===== src/rtl/pc_sequencer.sv =====
// rtl/pc_sequencer.sv - instruction sequencer: PC ownership, fetch handshake, commit, sticky halt
// Optional redirect statistics enabled by defining PC_SEQ_REDIRECT_STATS_EN.
module pc_sequencer #(
  parameter logic [31:0] RESET_PC       = 32'h0000_0000,
  parameter int          TIMEOUT_CYCLES = 255
) (
  input  logic        clk,
  input  logic        rst_n,
  output logic        imem_req_valid,
  input  logic        imem_req_ready,
  output logic [31:0] imem_addr,
  input  logic        imem_rsp_valid,
  input  logic [31:0] imem_rsp_data,
  output logic [31:0] instr,
  output logic        instr_valid,
  input  logic        exec_done,
  input  logic [31:0] new_pc,
  input  logic        exception,
  output logic [31:0] pc,
  output logic [31:0] retired,
  output logic        halted,
  output logic [1:0]  halt_cause,
  output logic [31:0] redirect_count
);

  typedef enum logic [1:0] {
    FETCH_REQ  = 2'd0,
    FETCH_WAIT = 2'd1,
    EXECUTE    = 2'd2,
    HALT       = 2'd3
  } state_t;

  localparam logic [16:0] TIMEOUT_LIM = 17'(TIMEOUT_CYCLES);

  state_t      state;
  state_t      state_nxt;
  logic [15:0] wait_cnt;
  logic        req_valid_q;
  logic        accept;
  logic        fault;
  logic        timeout_hit;

  // Request valid is registered so it stays low in the reset cycle and rises one cycle after commit.
  assign accept         = req_valid_q & imem_req_ready;
  assign fault          = exception | (new_pc[1:0] != 2'b00);
  assign timeout_hit    = ({1'b0, wait_cnt} + 17'd1) >= TIMEOUT_LIM;
  assign imem_req_valid = req_valid_q;
  assign imem_addr      = pc;
  assign halted         = (state == HALT);

  always_comb begin
    state_nxt = state;
    case (state)
      FETCH_REQ: begin
        if (accept) state_nxt = FETCH_WAIT;
      end
      FETCH_WAIT: begin
        // A response in the same cycle the limit is reached takes priority over the timeout.
        if (imem_rsp_valid)   state_nxt = EXECUTE;
        else if (timeout_hit) state_nxt = HALT;
      end
      EXECUTE: begin
        if (exec_done) state_nxt = fault ? HALT : FETCH_REQ;
      end
      default: state_nxt = HALT;
    endcase
  end

  always_ff @(posedge clk) begin
    if (!rst_n) begin
      state       <= FETCH_REQ;
      req_valid_q <= 1'b0;
      pc          <= RESET_PC;
      instr       <= 32'h0;
      instr_valid <= 1'b0;
      retired     <= 32'h0;
      halt_cause  <= 2'd0;
      wait_cnt    <= 16'h0;
    end else begin
      state       <= state_nxt;
      req_valid_q <= (state_nxt == FETCH_REQ);
      instr_valid <= 1'b0;
      case (state)
        FETCH_REQ: begin
          if (accept) wait_cnt <= 16'h0;
        end
        FETCH_WAIT: begin
          if (imem_rsp_valid) begin
            instr       <= imem_rsp_data;
            instr_valid <= 1'b1;
          end else if (timeout_hit) begin
            halt_cause <= 2'd2;
          end else begin
            wait_cnt <= wait_cnt + 16'd1;
          end
        end
        EXECUTE: begin
          if (exec_done) begin
            if (fault) begin
              halt_cause <= 2'd1;
            end else begin
              pc      <= new_pc;
              retired <= retired + 32'd1;
            end
          end
        end
        default: ;
      endcase
    end
  end

`ifdef PC_SEQ_REDIRECT_STATS_EN
  logic [31:0] redirect_q;

  always_ff @(posedge clk) begin
    if (!rst_n) begin
      redirect_q <= 32'h0;
    end else if (state == EXECUTE && exec_done && !fault && new_pc != pc + 32'd4) begin
      redirect_q <= redirect_q + 32'd1;
    end
  end

  assign redirect_count = redirect_q;
`else
  assign redirect_count = 32'h0;
`endif

endmodule


===== config.mk =====
export PLATFORM = sky130hd
export DESIGN_NAME = pc_sequencer
export DESIGN_NICKNAME = d
export VERILOG_FILES = /design/src/rtl/pc_sequencer.sv
export SDC_FILE = /design/constraint.sdc
export NUM_CORES = 1
export LEC_CHECK = 0
export BUFFER_PORTS_ARGS = -buffer_cell sky130_fd_sc_hd__buf_2
export CORE_MARGIN = 2
export CORE_UTILIZATION = 50
export CTS_BUF_LIST = sky130_fd_sc_hd__clkbuf_4 sky130_fd_sc_hd__clkbuf_8
export CTS_CLUSTER_SIZE = 14
export DETAILED_ROUTE_END_ITERATION = 12
export GPL_ROUTABILITY_DRIVEN = 0
export PLACE_DENSITY = 0.83
export SLEW_MARGIN = 20
export SYNTH_ARGS = -nofsm -noshare
export SYNTH_HDL_FRONTEND = slang
export SYNTH_SLANG_ARGS = --single-unit
export TNS_END_PERCENT = 5

===== constraint.sdc =====
create_clock -name clk -period 4.4 [get_ports clk]
set_clock_uncertainty 0.1 [all_clocks]
set_input_delay 0.88 -clock clk [delete_from_list [all_inputs] [get_ports clk]]
set_output_delay 0.88 -clock clk [all_outputs]
set_load 0.01 [all_outputs]

==> impl_metrics.yaml, run 1 <==
sta:
  finalCritPeriodShare: 0.641
  relSlewSlack: 0.492
  rsz0062_at_grt: "false"
  timing_hold_violations_final: 0
  timing.fmax_ghz: 0.354
  slew_viol_final: 0
  finalSetupViolations: 0
  setup_ws_ps: 1580
  setup_tns_ps: 0
  fin_crit_ps: 2820
  worst_slew_pin_slew_ps: 762
setup_path:
  r2r_setup_slack_ps: 1580
  cp-end-kind: "flip-flop"
  r2r-start: "wait_cnt[0]"
  crit_arrival_ps: 3040
  critPathLaunch: "wait_cnt[0]"
  startpoint_type: "flip-flop"
  worstSetupEndpoint: "wait_cnt[3]"
  reg2regPathDepth: 8
  timing.rr.end: "wait_cnt[3]"
  path_max_fanout: 11
  path_class: "reg -> reg"
  cp.required_ps: 4620
floorplanning:
  ios: 235
  die-area_um2: 12000
  start_util: 0.513
  rows: 38
  die_w_um: 109
  core_area_um2: 10800
  die_y_um: 109
global_routing:
  grt_pass1_vias: 4244
  grt_max_degree: 97
  grt_pass1_wl_um: 20200
  grt_overflow_total: 0
  grt_usage: 0.214
  antenna_found_initial: 0
min_path:
  min_path_type: "reg -> reg"
  whs_path_depth: 2
route:
  drt-total-wl_um: 13000
  routed-via-count: 4725
  via_per_inst: 4.92
  drc: 0
  first_iter_violations: 211
  drtAntennaViolNets: 0
  routedWlPerCell_um: 13.5
  drt-pass1-iter-count: 5
clocking:
  cts.sinks: 118
  worst_skew_pair.late_latency_ps: 430
  clk_pin_slew_ps: 70
  cts_max_level: 4
  cts_buffer_depth: 2
  cts.hold.buffers_added: 0
  cts-root-buf: "clkbuf_8"
  cts_resized: 0
  cts_setup_buffers: 0
  numCtsBuffers: 17
  cts_tree: "yes"
logic_synthesis:
  synth_cell_types: 51
  synthCells: 647
  synth_top_area_cell: "dfxtp_1"
  synthTopCellsByArea: "dfxtp_1 42%, nand2_1 10%, a21boi_0 8.9%"
  synth_edf_count: 0
  synthFlopType: "dfxtp_1"
  avgSynthCellArea_um2: 8.59
  synth.most_common_cell: "nand2_1"
  ys_top_cells_by_count: "149 x nand2_1, 118 x dfxtp_1, 66 x a21boi_0"
  yosys.area.top_type_share: 0.425
  syn_area_um2: 5560
  async_flop_share: 0
  ys_warn_count: 0
  seq_area_frac_synth: 0.425
  synth_seq_cells: 118
layout:
  area_growth_pct: 20.2
  finish.utilization: 0.616
  fill_cells: 941
  layout-drive-gt1-share: 0.307
  final_cells: 960
  final_net_count: 880
  antenna_cells: 0
placed_design:
  dp_cells: 928
  port_buffers: 202
  dp_hpwl_um: 9150
  place_ws_ps: 1400
power:
  p_int_uw: 1680
  ir_worst_vdd_v: 0.000286
  p_clk_frac: 0.437
  p_sw_uw: 588
  power_density_nw_per_um2: 339
  p_seq_frac: 0.487
  swShare: 0.259
  p_total_uw: 2270
  comb_power_share: 0.076
  power.leakage_uw: 0.00303
status:
  status: "complete, no violations"
run:
  maxCapViolations: 0
[critical path, stage by stage (launching register included)]
cell and delay (ps):
dfxtp_1 500, ha_1 360, nand3_1 200, nor4_1 330
mux2i_1 300, nand2b_1 160, nor3_4 330, nand2_1 110
o41ai_1 340
[layout make-up]
class	count	area, um^2	area share
Multi-Input combinational cell	460	2690	0.402
Timing Repair Buffer	206	1040	0.156
Sequential cell	118	2360	0.354
Inverter	4	15.0	0.00225
Clock buffer	18	248	0.0371
Clock inverter	14	151	0.0227
Tap cell	140	175	0.0262
[sequential cells by signal, summed over array words and instances (netlist names)]
name and count:
imem_addr 32, instr 32, retired 32, wait_cnt 16, halt_cause 2, state 2
imem_req_valid 1, instr_valid 1
[worst min-delay path by stage]
stage	startpoint	to	slack, ps
after floorplan	wait_cnt[15]	wait_cnt[15]	370
after global placement	instr[7]	instr[7]	350
after detailed placement	instr[12]	instr[12]	360
after CTS	instr[12]	instr[12]	370
after global routing	instr[3]	instr[3]	390
final	instr[22]	instr[22]	360
[layout by cell type, fill, tap and decap left out, types with 3 or more instances in the layout]
cell type	instances
buf_2	202
nand2_1	149
dfxtp_1	118
a21boi_0	66
and2_1	39
conb_1	32
xnor2_1	26
nand3_1	21
clkbuf_8	18
nand4_1	13
and3_1	13
nor2_1	12
o21ai_0	8
nand2b_1	7
xor2_1	7
nor2b_1	6
nor3_1	6
o21ai_1	5
clkinvlp_4	5
inv_1	4
o41ai_1	4
buf_4	4
nand3_2	3
or3_1	3
mux2i_1	3
nor4_1	3
o31ai_1	3
ha_1	3
inv_6	3
[cell families after synthesis]
logic type / synth area share
DFF: 0.425
adders and majority gates: 0.00675
muxes: 0.00540
xor gates and xnor gates: 0.0520
AOI/OAI and AO/OA: 0.140
and+or+nand+nor: 0.258
buffers and inverters: 0.113
other: 0.000674
[power by group through the flow]
stage | registers (uW) | logic [uW] | clock network, uW
CTS | 1100 | 173 | 1010
finish | 1100 | 172 | 991
floorplan | 1130 | 122 | 0
global route | 1110 | 193 | 1060
global placement | 1130 | 170 | 0
detailed placement | 1130 | 173 | 0
[layer usage]
layer,wire length [um],global-route usage,up-vias
met5,0,0,-
met4,146,0.0597,0
met3,903,0.0711,15
met2,6300,0.353,164
met1,5660,0.268,2167
li1,-,-,2379
[metrics by stage]
step                area [um^2]  hold WS, ps
floorplan                  5680          366
global placement           6280          349
detailed placement         6280          356
CTS                        6680          366
global route               6680          389
finish                     6680          362
No activity file was read; power rests on OpenSTA's default activity.
==> run 2, diff against run 1 <==
--- a/config.mk
+++ b/config.mk
@@ -7,12 +7,12 @@
 export LEC_CHECK = 0
 export BUFFER_PORTS_ARGS = -buffer_cell sky130_fd_sc_hd__buf_2
 export CORE_MARGIN = 2
-export CORE_UTILIZATION = 50
+export CORE_UTILIZATION = 45
 export CTS_BUF_LIST = sky130_fd_sc_hd__clkbuf_4 sky130_fd_sc_hd__clkbuf_8
 export CTS_CLUSTER_SIZE = 14
 export DETAILED_ROUTE_END_ITERATION = 12
 export GPL_ROUTABILITY_DRIVEN = 0
-export PLACE_DENSITY = 0.83
+export PLACE_DENSITY = 0.79
 export SLEW_MARGIN = 20
 export SYNTH_ARGS = -nofsm -noshare
 export SYNTH_HDL_FRONTEND = slang
==> constraint.sdc (replaced) <==
create_clock -name clk -period 2.3 [get_ports clk]
set_clock_uncertainty 0.1 [all_clocks]
set_input_delay 0.46 -clock clk [delete_from_list [all_inputs] [get_ports clk]]
set_output_delay 0.46 -clock clk [all_outputs]
set_load 0.01 [all_outputs]
==> run 2 against run 1 <==
Routed wire length grew 4.3%. Largest cell class unchanged. Critical path depth is the same. Cell area grew 7.7%. Utilization shrank 2.0 points. Sequential share of layout area shrank 2.3 points. Highest routed layer unchanged. Flip-flop and latch count is the same.
==> impl_metrics.yaml, run 2 (synthesis gave the netlist of run 1 again) <==
floorplanning:
  rows: 40
  ios: 235
  die-area_um2: 13300
  start_util: 0.461
  die_w_um: 115
  core_area_um2: 12100
  die_y_um: 115
sta:
  slew_viol_final: 0
  timing_hold_violations_final: 0
  timing.fmax_ghz: 0.436
  finalSetupViolations: 0
  rsz0062_at_grt: "true"
  finalCritPeriodShare: 0.998
  setup_ws_ps: 4.38
  fin_crit_ps: 2300
route:
  drt-pass1-iter-count: 4
  via_per_inst: 4.72
  routedWlPerCell_um: 13.2
  first_iter_violations: 210
  drtAntennaViolNets: 0
  drt-total-wl_um: 13600
  drc: 0
  routed-via-count: 4841
setup_path:
  r2r_setup_slack_ps: 4
  startpoint_type: "flip-flop"
  cp.required_ps: 2540
  path_class: "reg -> reg"
  r2r-start: "wait_cnt[0]"
  timing.rr.end: "wait_cnt[4]"
  path_max_fanout: 6
  crit_arrival_ps: 2530
  cp-end-kind: "flip-flop"
  reg2regPathDepth: 8
global_routing:
  grt_max_degree: 54
  grt_pass1_wl_um: 20700
  grt_pass1_vias: 4351
  grt_usage: 0.198
  antenna_found_initial: 0
  grt_overflow_total: 0
min_path:
  whs_path_depth: 3
  holdCritStartpoint: "imem_rsp_data[27]"
  min_path_type: "in -> reg"
  whs_endpoint: "instr[27]"
clocking:
  numCtsBuffers: 17
  cts-root-buf: "clkbuf_8"
  cts.hold.buffers_added: 0
  cts_tree: "yes"
  cts_buffer_depth: 2
  worst_skew_pair.late_latency_ps: 440
  clk_pin_slew_ps: 70
  cts.sinks: 118
  cts_max_level: 4
power:
  power_density_nw_per_um2: 645
  ir_worst_vdd_v: 0.000482
  power.leakage_uw: 0.00329
placed_design:
  dp_cells: 992
  place_ws_ps: -115
  port_buffers: 202
  dp_hpwl_um: 9740
layout:
  layout_commonest_cell: "buf_2"
  area_growth_pct: 29.4
  final_cell_mix: "202 x buf_2, 149 x nand2_1, 110 x dfxtp_1"
  final_net_count: 917
  layout-drive-gt1-share: 0.359
  final_cells: 1025
  antenna_cells: 0
run:
  maxCapViolations: 0
status:
  status: "complete, no violations"
run 2: final cells by class:
| class | count | area, um^2 |
|---|---|---|
| well taps | 168 | 210 |
| fillers | 1090 | 4870 |
| clock inverters | 10 | 169 |
| multi-input cells | 460 | 2790 |
| flip-flops and latches | 118 | 2380 |
| inverters | 4 | 15.0 |
| repair buffers | 243 | 1340 |
| clock buffers | 22 | 297 |
run 2: repair_timing:
item | 4_1_cts | 5_1_grt
gates resized for setup | 6 | 18
pin swaps | 1 | 6
setup buffers | 0 | 1
setup endpoints to repair | 18 | 12
run 2: routing by layer:
layer | vias to the layer above | GRT usage | part of all wire
met4 | 0 | 0.0827 | 0.020
li1 | 2453 | - | -
met3 | 24 | 0.0685 | 0.063
met2 | 153 | 0.313 | 0.48
met5 | - | 0 | 0
met1 | 2211 | 0.248 | 0.43
run 2: per-stage QoR:
stage | hold slack, ps | util | power (uW) | area, um^2 | TNS, ps
after floorplan | 366 | - | 2400 | 5690 | 0
after global placement | 347 | 0.548 | 2510 | 6610 | -125
after detailed placement | 356 | 0.548 | 2520 | 6610 | -474
after CTS | 129 | 0.588 | 4690 | 7100 | 0
after global routing | 135 | 0.596 | 4830 | 7190 | -646
final | 152 | 0.596 | 4640 | 7190 | 0
run 2: power by group:
group          leakage [uW]  switching [uW]  internal (uW)
clock network      0.000225             848           1310
logic               0.00211             221            159
registers          0.000957            20.1           2080
run 2: worst max path at each step:
stage	startpoint	end	slack (ps)	cells past startpoint
3_3_place_gp	wait_cnt[0]	wait_cnt[3]	-30	8
4_1_cts	wait_cnt[0]	wait_cnt[0]	4	9
2_1_floorplan	wait_cnt[0]	wait_cnt[6]	50	9
3_5_place_dp	wait_cnt[0]	wait_cnt[0]	-120	9
5_1_grt	wait_cnt[0]	wait_cnt[6]	-110	8
6_report	wait_cnt[0]	wait_cnt[4]	4	8
run 2: worst max-delay path, cell delays in order (launching register included):
cell,delay [ps]
dfxtp_4,390
ha_4,150
and3_4,200
nand3_4,90
o41ai_4,340
o211ai_4,160
nor3_4,300
nand3_2,200
o41ai_1,260
==> run 3, diff against run 2 <==
--- a/config.mk
+++ b/config.mk
@@ -7,12 +7,11 @@
 export LEC_CHECK = 0
 export BUFFER_PORTS_ARGS = -buffer_cell sky130_fd_sc_hd__buf_2
 export CORE_MARGIN = 2
-export CORE_UTILIZATION = 45
+export CORE_UTILIZATION = 32
 export CTS_BUF_LIST = sky130_fd_sc_hd__clkbuf_4 sky130_fd_sc_hd__clkbuf_8
 export CTS_CLUSTER_SIZE = 14
 export DETAILED_ROUTE_END_ITERATION = 12
 export GPL_ROUTABILITY_DRIVEN = 0
-export PLACE_DENSITY = 0.79
 export SLEW_MARGIN = 20
 export SYNTH_ARGS = -nofsm -noshare
 export SYNTH_HDL_FRONTEND = slang
==> run 3 against run 2 <==
First-iteration DRC count grew 20%. Global-route usage shrank 4.9 points. Clock-buffer cell count shrank 4. Die area grew 39%. Cell count grew 5.6%. Worst hold slack gained 33 ps. Cell area grew 0.19%. Clock power shrank 7%. Sequential power is essentially flat. Critical path depth is the same. Critical endpoint is now wait_cnt[3]. Highest routed layer unchanged.
==> impl_metrics.yaml, run 3 (synthesis gave the netlist of run 1 again) <==
global_routing:
  grt_pass1_vias: 4399
  grt_overflow_total: 0
  antenna_found_initial: 0
  grt_pass1_wl_um: 21900
  use_met3: 0.0433
  grt_usage: 0.149
  use_met1: 0.194
  grt_max_degree: 56
  grt_busiest_layer: "met2"
  gr-usage-met2: 0.234
route:
  routed-via-count: 4758
  drt-total-wl_um: 13800
  drtAntennaViolNets: 0
  routedWlPerCell_um: 12.8
  drt-pass1-iter-count: 4
  drc: 0
  first_iter_violations: 252
  via_per_inst: 4.40
layout:
  final_net_count: 917
  antenna_cells: 0
  fill_cells: 1772
  layout-drive-gt1-share: 0.357
  multiInputGateArea_um2: 2770
  final_cell_mix: "202 x buf_2, 149 x nand2_1, 112 x dfxtp_1"
  area_growth_pct: 29.6
  layout_commonest_cell: "buf_2"
  ff_latch_area_um2: 2370
setup_path:
  path_class: "reg -> reg"
  crit_arrival_ps: 2480
  path_buf_inv: 0
  cp-end-kind: "flip-flop"
  cp_slowest_cell: "o31a_4"
  path_max_fanout: 14
  path_delay_family: "compound AO/OA/AOI/OAI gates"
  critical-path-max-stage-delay_ps: 430
  startpoint_type: "flip-flop"
  cp.required_ps: 2500
  cp_cell_sequence: "ha_4, and3_4, nand3_2, o41ai_4, o211ai_4, o31a_4, o21ai_1, o41ai_2"
sta:
  finalCritPeriodShare: 0.995
  timing.fmax_ghz: 0.437
  setup_ws_ps: 10.8
  timing_hold_violations_final: 0
  finalSetupViolations: 0
  fin_crit_ps: 2290
  rsz0062_at_grt: "true"
  slew_viol_final: 0
placed_design:
  dp_hpwl_um: 9980
  place_ws_ps: -78.0
  port_buffers: 202
power:
  ir_worst_vdd_v: 0.000350
  power_density_nw_per_um2: 621
  p_total_uw: 4480
  power.leakage_uw: 0.00327
floorplanning:
  rows: 48
  die-area_um2: 18400
  core_area_um2: 17100
  start_util: 0.325
  die_w_um: 136
  ios: 235
  die_y_um: 136
status:
  status: "complete, no violations"
clocking:
  cts_buffer_depth: 2
  cts.sinks: 118
  cts_max_level: 4
  numCtsBuffers: 17
  cts_tree: "yes"
  clk_pin_slew_ps: 70
  cts-root-buf: "clkbuf_8"
  worst_skew_pair.late_latency_ps: 420
  cts.hold.buffers_added: 0
run:
  maxCapViolations: 0
min_path:
  min_path_type: "in -> reg"
-- run 3: changes by cell type in the layout (fill, tap and decap cells not counted), sizes merged --
cell    change
bufinv      -1
inv         +3
clkbuf      -4
clkinv      +2
-- run 3: layout make-up --
class / instances / share of cell area
Inverter: 4 / 0.00208
Sequential cell: 118 / 0.329
Multi-Input combinational cell: 460 / 0.385
Tap cell: 225 / 0.0391
Clock buffer: 18 / 0.0344
Timing Repair Buffer: 243 / 0.186
Clock inverter: 14 / 0.0243
-- run 3: path summary, 6_finish.rpt --
kind	end	from	slack [ps]	depth (start not counted)
worst min-delay path	imem_addr[14]	new_pc[14]	180	3
worst max register to register	wait_cnt[3]	wait_cnt[0]	10	8
worst min register to register	instr[14]	instr[14]	360	2
worst max-delay path	wait_cnt[3]	wait_cnt[0]	10	8
-- run 3: routing by layer --
| layer | vias up | share of wire |
|---|---|---|
| met5 | - | 0 |
| met4 | 0 | 0.0088 |
| met3 | 6 | 0.047 |
| met2 | 116 | 0.48 |
| met1 | 2176 | 0.47 |
| li1 | 2460 | - |
-- run 3: worst min-delay path, cell delays in order --
cell,delay (ps)
buf_2,90
nand2_1,40
a21boi_0,60
-- run 3: power breakdown --
group          switching (uW)  leakage [uW]  internal [uW]
combinational             220       0.00211            156
sequential               21.0      0.000955           2080
clock                     888      0.000206           1110
total                    1130       0.00327           3350
-- run 3: timing repair --
item | in CTS | in global routing
setup buffers | 0 | 0
endpoints found under the hold margin | 0 | 0
pin swaps | 0 | 6
endpoints found under the setup margin | 7 | 19
gates resized for setup | 4 | 15
-- run 3: through the flow --
stage | instance area, um^2 | hold WS (ps) | cells | utilization | TNS (ps)
5_1_grt | 7210 | 141 | 1082 | 0.421 | -308
3_5_place_dp | 6700 | 353 | 1050 | 0.392 | -241
4_1_cts | 7140 | 136 | 1082 | 0.417 | -1.86
6_report | 7210 | 184 | 1082 | 0.421 | 0
3_3_place_gp | 6700 | 347 | 1050 | 0.392 | 0
2_1_floorplan | 5690 | 366 | 678 | - | 0
